File: src/rtl/vga_timing_if.sv
// vga_timing_if: raster coordinates, blanking and sync outputs of vga_timing_gen; frame_count exists only with VGA_FRAME_CNT_EN.
interface vga_timing_if;
  logic [9:0] DrawX;
  logic [9:0] DrawY;
  logic       blank;
  logic       hs;
  logic       vs;
  logic       frame_start;
`ifdef VGA_FRAME_CNT_EN
  logic [15:0] frame_count;
  modport master (output DrawX, DrawY, blank, hs, vs, frame_start, frame_count);
  modport slave  (input  DrawX, DrawY, blank, hs, vs, frame_start, frame_count);
`else
  modport master (output DrawX, DrawY, blank, hs, vs, frame_start);
  modport slave  (input  DrawX, DrawY, blank, hs, vs, frame_start);
`endif
endinterface

File: src/rtl/vga_timing_gen.sv
// vga_timing_gen: free-running 640x480@60 raster counters with delayed active-low syncs; define VGA_FRAME_CNT_EN for frame_count.
module vga_timing_gen #(
  parameter int H_VISIBLE  = 640,
  parameter int H_FRONT    = 16,
  parameter int H_SYNC     = 96,
  parameter int H_BACK     = 48,
  parameter int V_VISIBLE  = 480,
  parameter int V_FRONT    = 10,
  parameter int V_SYNC     = 2,
  parameter int V_BACK     = 33,
  parameter int SYNC_DELAY = 2
) (
  input  logic        vga_clk,
  input  logic        reset_n,
  vga_timing_if.master vga
);
  localparam logic [9:0] H_LAST = 10'(H_VISIBLE + H_FRONT + H_SYNC + H_BACK - 1);
  localparam logic [9:0] V_LAST = 10'(V_VISIBLE + V_FRONT + V_SYNC + V_BACK - 1);
  localparam logic [9:0] H_VIS  = 10'(H_VISIBLE);
  localparam logic [9:0] V_VIS  = 10'(V_VISIBLE);
  localparam logic [9:0] HS_BEG = 10'(H_VISIBLE + H_FRONT);
  localparam logic [9:0] HS_END = 10'(H_VISIBLE + H_FRONT + H_SYNC);
  localparam logic [9:0] VS_BEG = 10'(V_VISIBLE + V_FRONT);
  localparam logic [9:0] VS_END = 10'(V_VISIBLE + V_FRONT + V_SYNC);
  logic [9:0] hc_q, hc_d, vc_q, vc_d;
  logic       frame_start_q, frame_start_d;
  logic       hs_raw, vs_raw;
`ifdef VGA_FRAME_CNT_EN
  logic [15:0] frame_count_q, frame_count_d;
`endif
  always_comb begin
    hc_d          = (hc_q == H_LAST) ? '0 : hc_q + 10'd1;
    vc_d          = (hc_q != H_LAST) ? vc_q : (vc_q == V_LAST) ? '0 : vc_q + 10'd1;
    frame_start_d = (hc_q == H_LAST) && (vc_q == V_LAST);
    hs_raw        = !(hc_q >= HS_BEG && hc_q < HS_END);
    vs_raw        = !(vc_q >= VS_BEG && vc_q < VS_END);
`ifdef VGA_FRAME_CNT_EN
    frame_count_d = frame_start_d ? frame_count_q + 16'd1 : frame_count_q;
`endif
  end
  always_ff @(posedge vga_clk or negedge reset_n) begin
    if (!reset_n) begin
      hc_q          <= '0;
      vc_q          <= '0;
      frame_start_q <= 1'b0;
`ifdef VGA_FRAME_CNT_EN
      frame_count_q <= '0;
`endif
    end else begin
      hc_q          <= hc_d;
      vc_q          <= vc_d;
      frame_start_q <= frame_start_d;
`ifdef VGA_FRAME_CNT_EN
      frame_count_q <= frame_count_d;
`endif
    end
  end
  assign vga.DrawX       = hc_q;
  assign vga.DrawY       = vc_q;
  assign vga.blank       = (hc_q < H_VIS) && (vc_q < V_VIS);
  assign vga.frame_start = frame_start_q;
`ifdef VGA_FRAME_CNT_EN
  assign vga.frame_count = frame_count_q;
`endif
  // syncs lag the counters to line up with the downstream pixel pipeline
  if (SYNC_DELAY == 0) begin : g_nodly
    assign vga.hs = hs_raw;
    assign vga.vs = vs_raw;
  end else begin : g_dly
    logic [SYNC_DELAY-1:0] hs_q, hs_d, vs_q, vs_d;
    always_comb begin
      hs_d = (hs_q << 1) | SYNC_DELAY'(hs_raw);
      vs_d = (vs_q << 1) | SYNC_DELAY'(vs_raw);
    end
    always_ff @(posedge vga_clk or negedge reset_n) begin
      if (!reset_n) begin
        hs_q <= '1;
        vs_q <= '1;
      end else begin
        hs_q <= hs_d;
        vs_q <= vs_d;
      end
    end
    assign vga.hs = hs_q[SYNC_DELAY-1];
    assign vga.vs = vs_q[SYNC_DELAY-1];
  end
endmodule

File: src/flat_wrapper.sv
// flat-port wrapper written by rule: the top's interface ports become plain ports
module vga_timing_gen_flat 
#(
  parameter int H_VISIBLE  = 640,
  parameter int H_FRONT    = 16,
  parameter int H_SYNC     = 96,
  parameter int H_BACK     = 48,
  parameter int V_VISIBLE  = 480,
  parameter int V_FRONT    = 10,
  parameter int V_SYNC     = 2,
  parameter int V_BACK     = 33,
  parameter int SYNC_DELAY = 2
)
  (vga_clk, reset_n, vga_DrawX, vga_DrawY, vga_blank, vga_hs, vga_vs, vga_frame_start);
  vga_timing_if vga_i ();
  input  logic vga_clk;
  input  logic reset_n;
  output wire logic [$bits(vga_i.DrawX)-1:0] vga_DrawX;
  output wire logic [$bits(vga_i.DrawY)-1:0] vga_DrawY;
  output wire logic [$bits(vga_i.blank)-1:0] vga_blank;
  output wire logic [$bits(vga_i.hs)-1:0] vga_hs;
  output wire logic [$bits(vga_i.vs)-1:0] vga_vs;
  output wire logic [$bits(vga_i.frame_start)-1:0] vga_frame_start;
  assign vga_DrawX = vga_i.DrawX;
  assign vga_DrawY = vga_i.DrawY;
  assign vga_blank = vga_i.blank;
  assign vga_hs = vga_i.hs;
  assign vga_vs = vga_i.vs;
  assign vga_frame_start = vga_i.frame_start;
  vga_timing_gen #(.H_VISIBLE(H_VISIBLE), .H_FRONT(H_FRONT), .H_SYNC(H_SYNC), .H_BACK(H_BACK), .V_VISIBLE(V_VISIBLE), .V_FRONT(V_FRONT), .V_SYNC(V_SYNC), .V_BACK(V_BACK), .SYNC_DELAY(SYNC_DELAY)) u_core (.vga_clk(vga_clk), .reset_n(reset_n), .vga(vga_i));
endmodule
File: config.mk
export PLATFORM = sky130hd
export DESIGN_NAME = vga_timing_gen_flat
export DESIGN_NICKNAME = d
export VERILOG_FILES = /design/src/rtl/vga_timing_if.sv /design/src/rtl/vga_timing_gen.sv /design/src/flat_wrapper.sv
export SDC_FILE = /design/constraint.sdc
export NUM_CORES = 1
export LEC_CHECK = 0
export ABC_AREA = 1
export CAP_MARGIN = 10
export CORE_MARGIN = 2
export CORE_UTILIZATION = 55
export CTS_CLUSTER_DIAMETER = 100
export CTS_CLUSTER_SIZE = 30
export DETAILED_ROUTE_END_ITERATION = 16
export DONT_BUFFER_PORTS = 1
export PLACE_DENSITY = 0.76
export SYNTH_ARGS = -nofsm -noshare
export SYNTH_HDL_FRONTEND = slang
export SYNTH_SLANG_ARGS = --single-unit
File: constraint.sdc
create_clock -name vga_clk -period 1.8 [get_ports vga_clk]
set_input_delay 0.18 -clock vga_clk [delete_from_list [all_inputs] [get_ports vga_clk]]
set_output_delay 0.18 -clock vga_clk [all_outputs]
set_load 0.02 [all_outputs]
==> flow_metrics.tcl, run 1 <==
set metrics [dict create \
    tightest_slew_ns 0.4308 \
    ff2ff_path_depth 6 \
    drive_gt1_frac 0.1792 \
    setup.worst_path.class "flip-flop to primary output" \
    synth_fp_nets 173 \
    start_util 0.5679 \
    setup_tns_ns 0 \
    crit_fanout 4 \
    drt_iter0_markers 24 \
    cts_setup_buffers 0 \
    clockRootBuffer "clkbuf_4" \
    die_h_um 54.12 \
    htree_levels 1 \
    hp-class "primary input to asynchronous set/reset pin" \
    postLayoutCoreUtil 0.6049 \
    dr.pass1.iters 4 \
    hold_violations 0 \
    seqCellArea_um2 630.6 \
    num_antenna_cells 0 \
    wire_per_inst_um 13.06 \
    grt_pass1_vias 1048 \
    cts_made_buffers 3 \
    final_common_cell "nand2_1" \
    clk_pin_slew_worst_paths_ns 0.15 \
    multi_input_area_um2 614.3 \
    crit_path_end_kind "primary output" \
    syn_inst 167 \
    rsz0062_at_grt "no" \
    postSynthAreaPerCell_um2 8.271 \
    synth_compound_area_frac 0.05254 \
    ys_ff_latch 25 \
    die_x_um 54.12 \
    via_per_inst 5.251 \
    antenna_found_initial 0 \
    cts_resized 0 \
    maxCapViolations 0 \
    n_fill_cell 214 \
    final_cell_mix "34 x nand2_1, 27 x inv_1, 21 x dfrtp_1" \
    worstPathRequired_ns 1.62 \
    rrSetupSlack_ns 0.28 \
    grt_max_degree 26 \
    synth_sequential_area_ratio 0.4565 \
    dp_hpwl_mm 1.991 \
    muxShareOfSynthArea 0 \
    pin_count 26 \
    die-area_um2 2928 \
    fin_skew_ns 0.003757 \
    cp.arrival_ns 1.48 \
    nets 180 \
    leakage_nw 0.7558 \
    synth_top_cells_by_area "dfrtp_1 38%, nand2_1 9.2%, dfstp_2 7.6%" \
    r2r_end "u_core.vga.DrawY[5]" \
    slew_headroom 0.7128 \
    yosys.area_share.adder 0.03623 \
    setup_viol 0 \
    clock.fmax_mhz 602.6 \
    syn2layout_area_growth_pct 6.522 \
    clk-insertion-delay-late_ns 0.31 \
    coreArea_um2 2432 \
    drc_errors 0 \
    startpoint_type "flip-flop" \
    grt_overflow 0 \
    drv_slew 0 \
    synth_top_area_frac 0.3804 \
    syn_area_um2 1381 \
    cts.sink_count 25 \
    ir_worst_vdd_mv 0.4159 \
    synth_cell_type_count 25 \
    powerDensity_nw_per_um2 569.0 \
    reg2reg_from "u_core.vga.DrawX[5]" \
    wl_mm 2.652 \
    synth-xor-area-share 0.04257 \
    synth_simple_gate_area_share 0.3134 \
    synth_top_family_by_area "simple AND/OR/NAND/NOR gates" \
    cts_buffer_depth 2 \
    outcome "finished clean" \
    port-buffer-count 0 \
    grt_use_total 0.2130 \
    cts_tree "yes" \
    grt_pass1_wl_mm 4.512 \
    ant_nets 0 \
    period_share 0.9219 \
    min_period_ns 1.659 \
    fp-row-count 18 \
    via_count 1066 \
    yosysTopAreaCell "dfrtp_1" \
    place.gp.congestion 0.8284 \
    yosys_warnings 0 \
]
## cells in the mapped netlist (all sizes together)
cell type	n
nand2	37
inv	29
dfrtp	21
o31ai	1
o21ai	6
ha	4
nor3b	1
o21bai	2
a21oi	4
nand3	14
nor3	1
nand4	7
buf	3
dfstp	4
or2	2
nor2	26
xor2	5
## registers in the layout, summed over array words and instances, names as in the netlist
name	count
u_core.g_dly.vs_q	2
u_core.g_dly.hs_q	2
u_core.vga.frame_start	1
u_core.vga.DrawY	10
u_core.vga.DrawX	10
## cell families (layout without fill, tap and decap cells)
kind of cell | after synthesis | in the layout
AND/OR/NAND/NOR | 88 | 88
buffers and inverters | 32 | 38
flip-flops | 25 | 25
AO/OA/AOI/OAI | 13 | 13
XOR/XNOR | 5 | 5
adder cells (fa/ha/maj) | 4 | 4
## stage by stage
stage | hold WS, ns | setup slack [ns] | std cells | area (µm²) | total power (W)
CTS | 0.2641 | 0.1238 | 203 | 1471 | 0.0008461
global placement | -0.1151 | 0.3105 | 197 | 1414 | 0.0005725
finish | 0.2757 | 0.1405 | 203 | 1471 | 0.0008372
detailed placement | -0.1151 | 0.2984 | 197 | 1414 | 0.0005725
floorplan | -0.1156 | 0.4049 | 167 | 1381 | 0.0005725
global route | 0.2678 | 0.03570 | 203 | 1471 | 0.0008617
## power by group
group	internal [W]	switching (W)	total (W)
combinational	0.00000588	0.0000115	0.0000174
sequential	0.000562	0	0.000562
clock	0.0000830	0.000175	0.000258
total	0.000651	0.000186	0.000837
## area by class of cell
cell class / instances / area share
Sequential cell: 25 / 0.4286
Tap cell: 30 / 0.02551
Clock buffer: 3 / 0.01531
Clock inverter: 1 / 0.003401
Multi-Input combinational cell: 110 / 0.4175
Inverter: 29 / 0.07398
Timing Repair Buffer: 5 / 0.03571
## metal layers
layer | GRT usage | vias up | part of all wire
met2 | 0.3557 | 29 | 0.47
met1 | 0.2689 | 507 | 0.45
met3 | 0.05278 | 2 | 0.066
met5 | 0 | - | 0
met4 | 0.07083 | 0 | 0.011
li1 | - | 528 | -
## what timing repair did
action | 4_1_cts | 5_1_grt
setup endpoints to repair | 0 | 0
endpoints found under the hold margin | 25 | 0
hold buffers | 2 | 0
## worst max-delay path by stage
stage                              from                  end  slack (ns)  depth (start not counted)
floorplan           u_core.vga.DrawX[1]  u_core.vga.DrawY[6]        0.40                          7
global placement    u_core.vga.DrawX[5]  u_core.vga.DrawY[5]        0.31                          6
detailed placement  u_core.vga.DrawX[4]  u_core.vga.DrawY[9]        0.30                          7
CTS                 u_core.vga.DrawX[8]            vga_blank        0.12                          4
global route        u_core.vga.DrawX[7]            vga_blank        0.04                          3
finish              u_core.vga.DrawX[8]            vga_blank        0.14                          4
## worst max-delay path, stage by stage, from the launching register on
cell and delay [ns]:
dfrtp_1 0.54, inv_1 0.10, nand3_1 0.11, nand3_1 0.08, nor2_1 0.33
(Power assumes the default switching activity.)
==> run 2, diff against run 1 <==
CORE_MARGIN = 1   (was 2)
GPL_TIMING_DRIVEN = 0   (was unset)
==> run 2 against run 1 <==
Critical endpoint unchanged. Die area down 7.3%. Sequential power is essentially flat. Core utilization is 3.8 points higher. Critical path type unchanged. Combinational power is essentially flat. Sequential share of layout area is 0.18 points lower. Final cell count shrank 0.99%. Cell area up 0.43%. Total power up 0.17%. Register-to-register slack got worse by 0.07 ns. Clock power about the same. Maximum frequency fell by 3.5%. Critical path depth unchanged. Largest power group unchanged.
==> flow_metrics.tcl, run 2 (synthesis gave the netlist of run 1 again) <==
set metrics [dict create \
    grt_max_degree 26 \
    clock.fmax_mhz 581.8 \
    cts_buffer_depth 2 \
    cp.arrival_ns 1.54 \
    clock_power_share 0.309 \
    grt_pass1_vias 1064 \
    via_per_inst 5.522 \
    ant_nets 0 \
    setup_viol 0 \
    drt_iter0_markers 33 \
    final_common_cell "nand2_1" \
    cts_tree "yes" \
    cts_made_buffers 3 \
    die_h_um 52.12 \
    powerDensity_nw_per_um2 567.5 \
    period_share 0.9549 \
    clockRootBuffer "clkbuf_4" \
    start_util 0.6013 \
    path_buf_inv 2 \
    hp-class "primary input to asynchronous set/reset pin" \
    fin_area_um2 1478 \
    rrSetupSlack_ns 0.21 \
    p_seq_frac 0.670 \
    critical_path.max_stage_delay_ns 0.49 \
    cts.sink_count 25 \
    clk-insertion-delay-late_ns 0.33 \
    crit_fanout 7 \
    htree_levels 1 \
    rsz0062_at_grt "no" \
    crit_family "flip-flops" \
    leakage_nw 0.7587 \
    outcome "finished clean" \
    tightest_slew_ns 0.4417 \
    num_antenna_cells 0 \
    die_x_um 52.12 \
    coreArea_um2 2297 \
    pin_count 26 \
    setup_tns_ns 0 \
    wire_per_inst_um 13.56 \
    ir_worst_vdd_mv 0.3511 \
    crit_path_end_kind "primary output" \
    port-buffer-count 0 \
    cp_cell_sequence "buf_2 -> nand4_1 -> inv_1 -> nor2_1" \
    drc_errors 0 \
    cts_setup_buffers 0 \
    dr.pass1.iters 4 \
    holdWs_ns 0.1461 \
    place.gp.congestion 0.8447 \
    final_cells 201 \
    via_count 1110 \
    p_int_w 0.0006556 \
    dp_hpwl_mm 1.934 \
    fin_skew_ns 0.01068 \
    power.total_w 0.0008386 \
    placed_area_um2 1416 \
    nets 180 \
    setup.worst_path.class "flip-flop to primary output" \
    syn2layout_area_growth_pct 6.975 \
    grt_overflow 0 \
    startpoint_type "flip-flop" \
    p_sw_w 0.0001830 \
    maxCapViolations 0 \
    drive_gt1_frac 0.1734 \
    slew_headroom 0.7055 \
    wl_mm 2.726 \
    worst_path_max_delay_cell "dfrtp_1" \
    pwr-share-comb 0.021 \
    antenna_found_initial 0 \
    fp-row-count 17 \
    drv_slew 0 \
    grt_use_total 0.2314 \
    placedCellCount 195 \
    swShare 0.2183 \
    worstPathRequired_ns 1.62 \
    grt_pass1_wl_mm 4.560 \
    clk_pin_slew_worst_paths_ns 0.14 \
    min_period_ns 1.719 \
    die-area_um2 2716 \
    hold_violations 0 \
    final_cell_mix "34 x nand2_1, 27 x inv_1, 21 x dfrtp_1" \
]
[run 2: worst paths after layout]
kind | end | start | cells after the start
worst max-delay path | vga_blank | u_core.vga.DrawY[5] | 4
worst min-delay path | u_core.vga.DrawX[1] | reset_n | 1
worst max register to register | u_core.vga.DrawY[1] | u_core.vga.DrawX[1] | 8
worst min register to register | u_core.g_dly.hs_q[1] | u_core.g_dly.hs_q[0] | 0
max in group asynchronous | u_core.g_dly.hs_q[0] | reset_n | 2
min in group vga_clk | u_core.g_dly.hs_q[1] | u_core.g_dly.hs_q[0] | 0
[run 2: area by class of cell]
type	count	area, µm²
repair buffers	2	35.03
multi-input cells	110	614.3
plain buffers	3	27.53
fillers	208	819.5
flip-flops and latches	25	630.6
inverters	29	108.9
clock buffers	4	26.28
well taps	28	35.03
[run 2: power by group through the flow]
stage	Sequential, W	Combinational (W)	Clock [W]
final	0.000562	0.0000177	0.000259
after global routing	0.000562	0.0000203	0.000285
after CTS	0.000562	0.0000125	0.000260
after floorplan	0.000573	0.000000000406	0
after global placement	0.000573	0.000000000406	0
after detailed placement	0.000573	0.000000000406	0
[run 2: per-stage QoR]
stage | utilization | worst slack (ns)
finish | 0.6432 | 0.08109
global route | 0.6432 | 0.02653
CTS | 0.6324 | 0.07080
detailed placement | 0.6166 | 0.2309
global placement | 0.6166 | 0.2966
floorplan | - | 0.4049
[run 2: layer usage]
metal / share of wire / global-route usage
met3: 0.062 / 0.04678
met1: 0.46 / 0.3067
met4: 0.017 / 0.1126
met5: 0 / 0
met2: 0.46 / 0.3568
[run 2: repair_timing]
item                       4_1_cts  5_1_grt
gates resized for setup          0        0
hold endpoints to repair        25        0
hold buffers                     1        0
setup endpoints to repair        0        0
[run 2: worst reg2reg max path: cells and delay by family, from the launching register on]
kind	cells	cell delay (ns)
buffers and inverters	2	0.21
adder cells (fa/ha/maj)	1	0.26
AO/OA/AOI/OAI	1	0.11
AND/OR/NAND/NOR	4	0.44
flip-flops	1	0.52
==> run 3, diff against run 2 <==
CORE_UTILIZATION = 40   (was 55)
PLACE_DENSITY = 0.6   (was 0.76)
==> run 3 against run 2 <==
Register-to-register slack better by 0.03 ns. Combinational power about the same. Sequential share of layout area down 0.61 points. Total power up 0.43%. Core utilization down 17 points. Largest cell class unchanged. Largest power group unchanged.
==> flow_metrics.tcl, run 3 (synthesis gave the netlist of run 1 again) <==
set metrics [dict create \
    swShare 0.2244 \
    p_int_w 0.0006532 \
    r2r_end "u_core.vga.DrawY[0]" \
    critical_path.max_stage_delay_ns 0.49 \
    antenna_found_initial 0 \
    coreArea_um2 3153 \
    port-buffer-count 0 \
    crit_family "flip-flops" \
    n_fill_cell 336 \
    ir_worst_vdd_mv 0.1881 \
    slew_headroom 0.7059 \
    outcome "finished clean" \
    cts.sink_count 25 \
    setup_tns_ns 0 \
    p_sw_w 0.0001890 \
    hold_violations 0 \
    drt_iter0_markers 33 \
    min_period_ns 1.648 \
    cts_tree "yes" \
    die_h_um 60.77 \
    via_count 1049 \
    place.gp.congestion 0.8662 \
    clock.fmax_mhz 606.9 \
    ff2ff_path_depth 8 \
    setup.worst_path.class "flip-flop to primary output" \
    clk-insertion-delay-late_ns 0.33 \
    top_layer "met4" \
    powerDensity_nw_per_um2 561.9 \
    syn2layout_area_growth_pct 8.515 \
    p_seq_frac 0.668 \
    die_x_um 60.77 \
    grt_use_total 0.1670 \
    wl_mm 2.611 \
    pwr-share-comb 0.021 \
    period_share 0.9154 \
    cts_setup_buffers 0 \
    drive_gt1_frac 0.1850 \
    wl_met3_um 136 \
    startpoint_type "flip-flop" \
    nets 180 \
    num_antenna_cells 0 \
    tightest_slew_ns 0.4412 \
    hp-class "primary input to asynchronous set/reset pin" \
    pin_count 26 \
    path_buf_inv 2 \
    cts_made_buffers 3 \
    drv_slew 0 \
    htree_levels 1 \
    wl_met1_mm 1.306 \
    final_cell_mix "34 x nand2_1, 27 x inv_1, 21 x dfrtp_1" \
    cp.arrival_ns 1.47 \
    grt_overflow 0 \
    worst_path_max_delay_cell "dfrtp_1" \
    met2_length_mm 1.136 \
    setup_viol 0 \
    grt_max_degree 26 \
    ant_nets 0 \
    dr.pass1.iters 4 \
    dp_hpwl_mm 1.942 \
    final_common_cell "nand2_1" \
    wire_per_inst_um 12.03 \
    die-area_um2 3692 \
    rrSetupSlack_ns 0.24 \
    reg2reg_from "u_core.vga.DrawX[1]" \
    grt_pass1_vias 1013 \
    clock_power_share 0.312 \
    crit_fanout 7 \
    start_util 0.4381 \
    clk_pin_slew_worst_paths_ns 0.15 \
    postLayoutCoreUtil 0.4754 \
    grt_pass1_wl_mm 4.547 \
    rsz0062_at_grt "no" \
    fin_skew_ns 0.01582 \
    worstPathRequired_ns 1.62 \
    crit_path_end_kind "primary output" \
    drc_errors 0 \
    via_per_inst 4.834 \
    leakage_nw 0.7557 \
    clockRootBuffer "clkbuf_4" \
    cp_cell_sequence "buf_2 -> nand4_1 -> inv_1 -> nor2_2" \
    maxCapViolations 0 \
    fp-row-count 20 \
    cts_buffer_depth 2 \
]
==> run 3: changes by cell type in the layout (fill, tap and decap cells not counted) <==
cell and change:
buf_12 +1, nor2_1 -1, nor2_2 +1, clkbuf_1 -1, clkinvlp_4 +1, clkbuf_16 -1
==> run 3: through the flow <==
stage | hold slack [ns] | cells | total power, W | area (µm²) | setup slack, ns
floorplan | -0.1156 | 167 | 0.0005725 | 1381 | 0.4049
global placement | -0.1150 | 211 | 0.0005725 | 1436 | 0.2828
detailed placement | -0.1150 | 211 | 0.0005725 | 1436 | 0.2816
CTS | 0.2431 | 217 | 0.0008554 | 1496 | 0.03645
global route | 0.2610 | 217 | 0.0008901 | 1499 | 0.03094
finish | 0.2752 | 217 | 0.0008422 | 1499 | 0.1523
==> run 3: how the worst max path moves through the flow <==
stage | start | endpoint | slack [ns] | depth (start not counted)
2_1_floorplan | u_core.vga.DrawX[1] | u_core.vga.DrawY[6] | 0.40 | 7
4_1_cts | u_core.vga.DrawY[5] | vga_blank | 0.04 | 4
3_5_place_dp | u_core.vga.DrawX[1] | u_core.vga.DrawY[0] | 0.28 | 8
6_report | u_core.vga.DrawY[5] | vga_blank | 0.15 | 4
5_1_grt | u_core.vga.DrawX[8] | vga_blank | 0.03 | 4
3_3_place_gp | u_core.vga.DrawY[0] | u_core.vga.DrawY[0] | 0.28 | 7
==> run 3: power groups by stage <==
| stage | logic, W | registers (W) | clock network (W) |
|---|---|---|---|
| finish | 0.0000175 | 0.000562 | 0.000262 |
| global route | 0.0000204 | 0.000563 | 0.000307 |
| CTS | 0.0000184 | 0.000562 | 0.000275 |
| detailed placement | 0.000000000406 | 0.000573 | 0 |
| global placement | 0.000000000406 | 0.000573 | 0 |
| floorplan | 0.000000000406 | 0.000573 | 0 |
==> run 3: what timing repair did <==
| action | CTS | global route |
|---|---|---|
| resized for setup | 0 | 1 |
| hold buffers | 2 | 0 |
| setup endpoints to repair | 0 | 1 |
| endpoints found under the hold margin | 25 | 0 |
==> run 3: routing by layer <==
| layer | global-route usage | vias up |
|---|---|---|
| li1 | - | 529 |
| met1 | 0.2403 | 494 |
| met2 | 0.2449 | 22 |
| met3 | 0.04051 | 4 |
| met4 | 0.05844 | 0 |
| met5 | 0 | - |
==> run 3: worst reg2reg max path: cells and delay by family, from the launching register on <==
kind	cells	cell delay (ns)
AOI/OAI and AO/OA	1	0.09
adders and majority gates	1	0.25
buffers and inverters	2	0.21
DFF	1	0.53
and+or+nand+nor	4	0.40
==> run 3: area by class of cell <==
class / instances / area (µm²) / share of cell area
tap: 44 / 55.05 / 0.03673
sequential: 25 / 630.6 / 0.4207
timing repair buffer: 2 / 30.03 / 0.02003
buffer: 3 / 27.53 / 0.01836
clock inverter: 1 / 7.507 / 0.005008
multi-input combinational: 110 / 616.8 / 0.4115
clock buffer: 3 / 22.52 / 0.01503
inverter: 29 / 108.9 / 0.07262
